**config.mk**
```make
export PLATFORM = sky130hd
export DESIGN_NAME = mult_booth_32bit
export DESIGN_NICKNAME = d
export VERILOG_FILES = /design/src/rtl/mult_booth_32bit_pkg.sv /design/src/rtl/adder_32bit.sv /design/src/rtl/mult_booth_step.sv /design/src/rtl/mult_booth_32bit.sv
export SDC_FILE = /design/constraint.sdc
export NUM_CORES = 1
export LEC_CHECK = 0
export BUFFER_PORTS_ARGS = -buffer_cell sky130_fd_sc_hd__buf_2
export CAP_MARGIN = 20
export CORE_ASPECT_RATIO = 1.1
export CORE_MARGIN = 1.5
export CORE_UTILIZATION = 29
export CTS_CLUSTER_DIAMETER = 120
export DETAILED_ROUTE_END_ITERATION = 7
export SETUP_SLACK_MARGIN = 0.1
export SLEW_MARGIN = 25
export SYNTH_ARGS = -nofsm -noshare
export SYNTH_HDL_FRONTEND = slang
export SYNTH_HIERARCHICAL = 1
export SYNTH_SLANG_ARGS = --single-unit
```
**constraint.sdc**
```tcl
create_clock -name clock -period 7.06 [get_ports clock]
set_input_delay 1.412 -clock clock [delete_from_list [all_inputs] [get_ports clock]]
set_output_delay 1.412 -clock clock [all_outputs]
set_load 0.03 [all_outputs]
```
**src/rtl/mult_booth_32bit_pkg.sv**
```systemverilog
// Shared constants and types for the radix-2 Booth multiplier.
package mult_booth_32bit_pkg;

    localparam int WIDTH = 32;
    localparam int STEPS = 32;

    typedef enum logic [1:0] {
        IDLE = 2'b00,
        RUN  = 2'b01,
        DONE = 2'b10
    } state_t;

    typedef enum logic [1:0] {
        BOOTH_NOP = 2'b00,
        BOOTH_ADD = 2'b01,
        BOOTH_SUB = 2'b10
    } booth_sel_t;

    // Radix-2 Booth recoding of {Q[0], q_m1}.
    function automatic booth_sel_t booth_decode(input logic q0, input logic q_m1);
        case ({q0, q_m1})
            2'b10:   return BOOTH_SUB;
            2'b01:   return BOOTH_ADD;
            default: return BOOTH_NOP;
        endcase
    endfunction

endpackage

```
**src/rtl/adder_32bit.sv**
```systemverilog
// 32-bit carry-select adder built from four 8-bit blocks, with signed overflow.
module adder_32bit (
    input  logic [31:0] ina,
    input  logic [31:0] inb,
    input  logic        carry_in,
    output logic [31:0] sum,
    output logic        overflow
);

    logic [4:0] blk_carry;

    assign blk_carry[0] = carry_in;

    for (genvar gi = 0; gi < 4; gi++) begin : g_blk
        logic [8:0] sum_c0;
        logic [8:0] sum_c1;

        // Both carry-in candidates are formed in parallel; the real carry selects.
        assign sum_c0 = {1'b0, ina[gi*8 +: 8]} + {1'b0, inb[gi*8 +: 8]};
        assign sum_c1 = {1'b0, ina[gi*8 +: 8]} + {1'b0, inb[gi*8 +: 8]} + 9'd1;

        assign sum[gi*8 +: 8]   = blk_carry[gi] ? sum_c1[7:0] : sum_c0[7:0];
        assign blk_carry[gi+1]  = blk_carry[gi] ? sum_c1[8]   : sum_c0[8];
    end

    // Carry into bit 31 is recovered as sum ^ ina ^ inb at that bit.
    assign overflow = blk_carry[4] ^ sum[31] ^ ina[31] ^ inb[31];

endmodule

```
**src/rtl/mult_booth_step.sv**
```systemverilog
// One combinational radix-2 Booth step: add/sub via adder_32bit, then arithmetic shift.
module mult_booth_step
    import mult_booth_32bit_pkg::*;
(
    input  logic [WIDTH-1:0] a,
    input  logic [WIDTH-1:0] m,
    input  logic             q0,
    input  logic             q_m1,
    output logic [WIDTH-1:0] a_next,
    output logic             shift_bit
);

    logic [WIDTH-1:0] add_inb;
    logic             add_cin;
    logic [WIDTH-1:0] sum;
    logic             add_ovf;
    logic             ext;

    always_comb begin
        add_inb = '0;
        add_cin = 1'b0;
        case (booth_decode(q0, q_m1))
            BOOTH_SUB: begin
                add_inb = ~m;
                add_cin = 1'b1;
            end
            BOOTH_ADD: begin
                add_inb = m;
                add_cin = 1'b0;
            end
            default: begin
                add_inb = '0;
                add_cin = 1'b0;
            end
        endcase
    end

    adder_32bit u_adder (
        .ina      (a),
        .inb      (add_inb),
        .carry_in (add_cin),
        .sum      (sum),
        .overflow (add_ovf)
    );

    // True 33-bit sign of the sum, so the shift stays exact even for M = -2^31.
    assign ext       = sum[WIDTH-1] ^ add_ovf;
    assign a_next    = {ext, sum[WIDTH-1:1]};
    assign shift_bit = sum[0];

endmodule

```
**src/rtl/mult_booth_32bit.sv**
```systemverilog
// Multi-cycle signed 32x32 Booth multiplier: one step per clock, low word plus overflow flag.
module mult_booth_32bit
    import mult_booth_32bit_pkg::*;
(
    input  logic             clock,
    input  logic             reset_n,
    input  logic             start,
    input  logic [WIDTH-1:0] op_a,
    input  logic [WIDTH-1:0] op_b,
    output logic             busy,
    output logic [WIDTH-1:0] result,
    output logic             overflow,
    output logic             result_rdy
);

    state_t           state;
    logic [WIDTH-1:0] a_reg;
    logic [WIDTH-1:0] q_reg;
    logic             q_m1_reg;
    logic [WIDTH-1:0] m_reg;
    logic [4:0]       count_reg;

    logic [WIDTH-1:0] a_next;
    logic             shift_bit;
    logic [WIDTH-1:0] q_next;

    mult_booth_step u_step (
        .a         (a_reg),
        .m         (m_reg),
        .q0        (q_reg[0]),
        .q_m1      (q_m1_reg),
        .a_next    (a_next),
        .shift_bit (shift_bit)
    );

    assign q_next = {shift_bit, q_reg[WIDTH-1:1]};

    always_ff @(posedge clock or negedge reset_n) begin
        if (!reset_n) begin
            state      <= IDLE;
            busy       <= 1'b0;
            result     <= '0;
            overflow   <= 1'b0;
            result_rdy <= 1'b0;
            a_reg      <= '0;
            q_reg      <= '0;
            q_m1_reg   <= 1'b0;
            m_reg      <= '0;
            count_reg  <= '0;
        end else begin
            case (state)
                IDLE, DONE: begin
                    result_rdy <= 1'b0;
                    if (start) begin
                        a_reg     <= '0;
                        q_reg     <= op_b;
                        q_m1_reg  <= 1'b0;
                        m_reg     <= op_a;
                        count_reg <= '0;
                        busy      <= 1'b1;
                        state     <= RUN;
                    end else begin
                        state <= IDLE;
                    end
                end
                RUN: begin
                    a_reg    <= a_next;
                    q_reg    <= q_next;
                    q_m1_reg <= q_reg[0];
                    if (count_reg == 5'(STEPS - 1)) begin
                        // Product fits only if the high word is pure sign extension of the low word.
                        result     <= q_next;
                        overflow   <= (a_next != {WIDTH{q_next[WIDTH-1]}});
                        result_rdy <= 1'b1;
                        busy       <= 1'b0;
                        state      <= DONE;
                    end else begin
                        count_reg <= count_reg + 5'd1;
                    end
                end
                default: begin
                    busy       <= 1'b0;
                    result_rdy <= 1'b0;
                    state      <= IDLE;
                end
            endcase
        end
    end

endmodule
```
After elaboration in Yosys (flattened, before gate mapping)
Cells that the tools add are included.
{ "word_totals": {"register_bits": 139, "latchBits": 0, "mem_bits_rw": 0, "mem_bits_ro": 0, "inputBits": 67, "output_inout_bits": 35, "memories": 0} }
{ "op_classes": {"addsub": 9, "n_mul": 0, "div": 0, "order_cmp": 0, "n_eq_ne": 11, "shift": 0, "muxes": 28, "bitwise": 5, "n_reduce_logical": 8} }
{ "op_table": {"columns": ["op", "n"], "rows": [
  ["32-bit case mux with 2 select lines", 3],
  ["32-bit two-way mux", 2],
  ["8-bit by 8-bit adder with 9-bit output", 4],
  ["9-bit by 1-bit adder with 9-bit output, second input constant", 4],
  ["8-bit two-way mux", 4],
  ["32-bit inequality test", 1],
  ["32-bit inverter", 1],
  ["1-bit two-way mux", 11],
  ["5-bit two-way mux", 2],
  ["5-bit case mux with 2 select lines", 1],
  ["2-bit case mux with 2 select lines", 2],
  ["2-bit AND reduction", 4],
  ["2-bit by 1-bit == test with 1-bit output, second input constant", 3],
  ["2-bit == test, second input constant", 3],
  ["2-bit inequality test, second input constant", 3],
  ["5-bit by 1-bit adder with 5-bit output, second input constant", 1],
  ["5-bit == test, second input constant", 1],
  ["1-bit case mux with 2 select lines", 2],
  ["1-bit XOR", 4],
  ["3-bit AND reduction", 1],
  ["2-bit logical NOT", 1],
  ["2-bit two-way mux", 1],
  ["2-bit nonzero test", 1],
  ["2-bit OR reduction", 1]
]} }

Depth between registers and ports, before layout
{ "logic_depth": {"ltp_word": 15, "mapped_depth": 22} }

Cells and area by module
Netlist, hierarchy kept.
{ "by_module_without_submodules": {"columns": ["module", "n_inst", "cells_per_inst", "area_per_inst_um2"], "rows": [
  ["mult_booth_32bit", 1, 507, 5479.0],
  ["adder_32bit", 1, 267, 2115.8],
  ["mult_booth_step", 1, 44, 427.9]
]} }

Least setup slack after synthesis
No wires, ideal clock.
{ "synth_timing": {"path_type": "register to register", "from": "reg q_reg[0]", "to": "reg overflow", "arrival_ns": 4.643, "required_ns": 6.931, "slack_ns": 2.287, "stages_incl_launch_ff": 20, "cell_sequence": "dfrtp_1 -> nand2b_4 -> buf_2 -> mux2i_1 -> ha_1 -> fa_1 -> a21o_1 -> a221oi_1 -> xnor2_1 -> nand2_1 -> o41ai_4 -> o21ai_2 -> mux2_4 -> mux2i_4 -> nor2_1 -> xnor2_1 -> or4_4 -> nor4_2 -> o22ai_1 -> o41a_1"} }
{ "synth_via": {"elab_chain_len": 15, "word_cells_on_any_way": 28, "classes_between": "add/sub (8); eq/ne (5); mux (11); bitwise (4)"} }
{ "synth_rtl": {"columns": ["item", "line_no", "text"], "rows": [
  ["start: declaration", "mult_booth_32bit.sv:18", "logic [WIDTH-1:0] q_reg;"],
  ["start signal: assignment", "mult_booth_32bit.sv:56", "q_reg <= op_b;"],
  ["start signal: assignment", "mult_booth_32bit.sv:68", "q_reg <= q_next;"],
  ["2-bit by 1-bit == test with 1-bit output or 2-bit == test (tied branches)", "mult_booth_32bit_pkg.sv:21", "case ({q0, q_m1})"],
  ["2-bit case mux with 2 select lines (*)", "mult_booth_32bit_pkg.sv:21", null],
  ["2-bit by 1-bit == test with 1-bit output or 2-bit == test (tied branches)", "mult_booth_step.sv:22", "case (booth_decode(q0, q_m1))"],
  ["32-bit case mux with 2 select lines (*)", "mult_booth_step.sv:22", null],
  ["named net u_step.add_inb[0]", "mult_booth_step.sv:13", "logic [WIDTH-1:0] add_inb;"],
  ["8-bit by 8-bit adder with 9-bit output (*)", "adder_32bit.sv:19, adder_32bit.sv:20", null],
  ["9-bit by 1-bit adder with 9-bit output", "adder_32bit.sv:20", "assign sum_c1 = {1'b0, ina[gi*8 +: 8]} + {1'b0, inb[gi*8 +: 8]} + 9'd1;"],
  ["1-bit two-way mux (*) (3 in series)", "adder_32bit.sv:23", "assign blk_carry[gi+1] = blk_carry[gi] ? sum_c1[8] : sum_c0[8];"],
  ["8-bit two-way mux (*)", "adder_32bit.sv:22", "assign sum[gi*8 +: 8] = blk_carry[gi] ? sum_c1[7:0] : sum_c0[7:0];"],
  ["named net a_next[30]", "mult_booth_32bit.sv:23", "logic [WIDTH-1:0] a_next;"],
  ["1-bit XOR (3 in series)", "adder_32bit.sv:27", "assign overflow = blk_carry[4] ^ sum[31] ^ ina[31] ^ inb[31];"],
  ["1-bit XOR", "mult_booth_step.sv:47", "assign ext = sum[WIDTH-1] ^ add_ovf;"],
  ["32-bit inequality test (*)", "mult_booth_32bit.sv:73", "overflow <= (a_next != {WIDTH{q_next[WIDTH-1]}});"],
  ["end signal: assignment", "mult_booth_32bit.sv:73", null],
  ["end: declaration", "mult_booth_32bit.sv:12", "output logic overflow,"]
]} }
The timed path passes the listed nets; every way through them passes the cells marked *.
A chain may end at the register's enable or synchronous reset.

Worst setup path after layout
Ends and elaborated chain as after synthesis.

==> flow_summary_export.csv <==
group,metric,value,unit
cts,htree_levels,4,
cts,clkTransAtPathRegs,0.06,ns
placed_design,post-dp-hpwl,12900,um
drt,wl_met1,8930,um
drt,met2_length,8540,um
yosys,dominantRegCellSynth,"dfrtp_1",
final_layout,layout-drive-gt1-share,21.9,%
worst_setup_path,r2r-end,"overflow$_DFFE_PN0P_",
grt,first_global_vias,6243,
yosys,synth_area_leaders,"dfrtp_1 (43%), nand2_1 (7.4%), ha_1 (5.9%), mux2_2 (5.2%), mux2i_1 (4.2%)",
worst_setup_path,crit_cells,18,
cts,cts_buffers,17,
drt,highest_layer,"met5",
worst_setup_path,path_class,"reg -> reg",
sta,relSlewSlack,35.0,%
worst_setup_path,path_buf_inv,0,
cts,cts_root_buf,"clkbuf_16",
cts,post_cts_buffers,0,
grt,grtUsageTotal,13.8,%
final_layout,seqCellArea,3450,um2
final_layout,fin_util,35.0,%
sta,finClkSkew,0.00938,ns
worst_setup_path,cp_top_family,"simple AND/OR/NAND/NOR gates",
hold_path,hold-path-endpoint,"a_reg[10]$_DFFE_PN0P_",
final_layout,multi_input_area,4330,um2
drt,dr.pass1.iters,5,
sta,tightest_slew,0.974,ns
yosys,syn_nets,927,
grt,grt_max_degree,82,
floorplan,start_util,29.6,%
worst_setup_path,arrival,5.52,ns
status,outcome,"completed",
hold_path,holdCritPathClass,"reg -> reg",
worst_setup_path,start_kind,"flop",
worst_setup_path,critical-path-max-stage-delay,0.57,ns
worst_setup_path,crit_fanout,32,
cts,cts_max_path_buffers,2,
sta,tns,0,ns
yosys,ys_warn_count,6,
cts,cts_tree,"built",
sta,report.final.slew_viol_count,0,
worst_setup_path,crit_required,7.36,ns
drt,ant_nets,0,
worst_setup_path,reg2regPathDepth,18,
cts,cts_hold_buf,0,
floorplan,die_y,177,um
drt,post_drt_wl_per_cell,14.9,um
yosys,synth_area,8020,um2
worst_setup_path,path_cells,"nand2b_4 > mux2i_1 > ha_1 > fa_1 > a21o_1 > a221oi_1 > xnor2_1 > nand2_1 > o41ai_4 > o21ai_2 > mux2_4 > mux2i_4 > nor2_1 > xnor2_1 > or4_4 > nor4_2 > o22ai_1 > o41a_1",
floorplan,rows,63,
final_layout,layout_common_cells,"nand2_1 (158), dfrtp_1 (138), buf_2 (100)",
yosys,ys_seq_area_share,43.0,%
worst_setup_path,reg2reg_setup_slack,1.84,ns
final_layout,fillers,2802,
final_layout,area_growth,18.4,%
drt,drt-initial-drc-count,281,
hold_path,min-delay-start,"a_reg[10]$_DFFE_PN0P_",
worst_setup_path,end_kind,"flop",
yosys,synth_area_per_cell,9.81,um2
floorplan,die_w,162,um
grt,antenna_found_initial,6,
drt,wl,19000,um
hold_path,hold-path-cell-count,1,
final_layout,nets,1014,
yosys,ys_types,64,
worst_setup_path,path_common_cell,"xnor2_1",
placed_design,place_congestion,0.797,
worst_setup_path,r2r_start,"q_reg[0]$_DFFE_PN0P_",
yosys,synth_seq_cells,138,
final_layout,stdcell_area,9500,um2
sta,fin_crit,5.22,ns
drt,wl_met3,1330,um
floorplan,core-area,27100,um2
grt,grt_pass1_wl,31900,um
sta,finalHoldViolations,0,
sta,rsz0062_at_grt,"false",
placed_design,placed_area,8850,um2
sta,finalCritPeriodShare,73.9,%
run,maxCapViolCount,0,
cts,clk_latency,0.42,ns
drt,viasPerCell,4.84,
final_layout,final_common_cell,"nand2_1",
yosys,syn_inst,818,
cts,cts_resized,0,
sta,setup_viol,0,
yosys,synth_top_area_cell,"dfrtp_1",
yosys,synth_edf_count,0,
placed_design,portBuffers,101,
yosys,synth_top_area_share,43.0,%
floorplan,ios,102,
drt,drc_errors,0,
sta,max_freq,192,MHz
cts,cts_sinks,138,
yosys,ys_async_sr_fraction,100,%
worst_setup_path,critPathSlowestCell,"or4_4",
floorplan,die_area,28700,um2
grt,grt_overflow,0,
drt,vias,6172,
## stage by stage
| stage | std cells | worst slack [ns] | hold slack, ns |
|---|---|---|---|
| after CTS | 1275 | 1.80 | 0.507 |
| after floorplan | 818 | 2.29 | 0.468 |
| after global routing | 1275 | 1.39 | 0.516 |
| after global placement | 1243 | 1.94 | 0.482 |
| final | 1276 | 1.84 | 0.501 |
| after detailed placement | 1243 | 1.82 | 0.484 |
## cell families (layout without fill, tap and decap cells)
group,count (synthesis),count (layout),synth area share [%]
XOR/XNOR,55,55,6.24
multiplexers,74,74,10.0
buffers and inverters,54,154,3.15
AO/OA/AOI/OAI,144,144,13.3
flip-flops,138,138,43.0
other,0,1,0
adder cells (fa/ha/maj),42,42,6.92
AND/OR/NAND/NOR,311,311,17.3
## Yosys cell counts, drive strengths merged, types with 18 or more instances
master and count:
nand2 158, dfrtp 138, nor2 74, mux2 39, ha 38, xnor2 37
mux2i 35, a22o 34, clkbuf 24, a21oi 20, a31oi 20, xor2 18
## per-layer routing
| layer | vias to the layer above | global-route usage, % |
|---|---|---|
| met5 | - | 0 |
| met3 | 21 | 5.26 |
| li1 | 3049 | - |
| met1 | 2973 | 18.0 |
| met4 | 10 | 2.70 |
| met2 | 119 | 21.9 |
## cell type report
type	instances	share of cell area [%]
clock inverter	14	2.20
clock buffer	18	4.62
tap	357	4.70
timing repair buffer	107	5.86
inverter	15	0.593
multi-input combinational	626	45.6
antenna	1	0.0263
sequential	138	36.4
## how the worst max path moves through the flow
stage,startpoint,to
finish,q_reg[0]$_DFFE_PN0P_,overflow$_DFFE_PN0P_
global route,q_reg[0]$_DFFE_PN0P_,overflow$_DFFE_PN0P_
CTS,q_reg[0]$_DFFE_PN0P_,overflow$_DFFE_PN0P_
detailed placement,q_reg[0]$_DFFE_PN0P_,overflow$_DFFE_PN0P_
global placement,q_reg[0]$_DFFE_PN0P_,overflow$_DFFE_PN0P_
floorplan,q_reg[0]$_DFFE_PN0P_,overflow$_DFFE_PN0P_
Power is left out: the tool's default activity adds up to more than one toggle a clock period on the data nets, which glitch-free logic cannot reach.
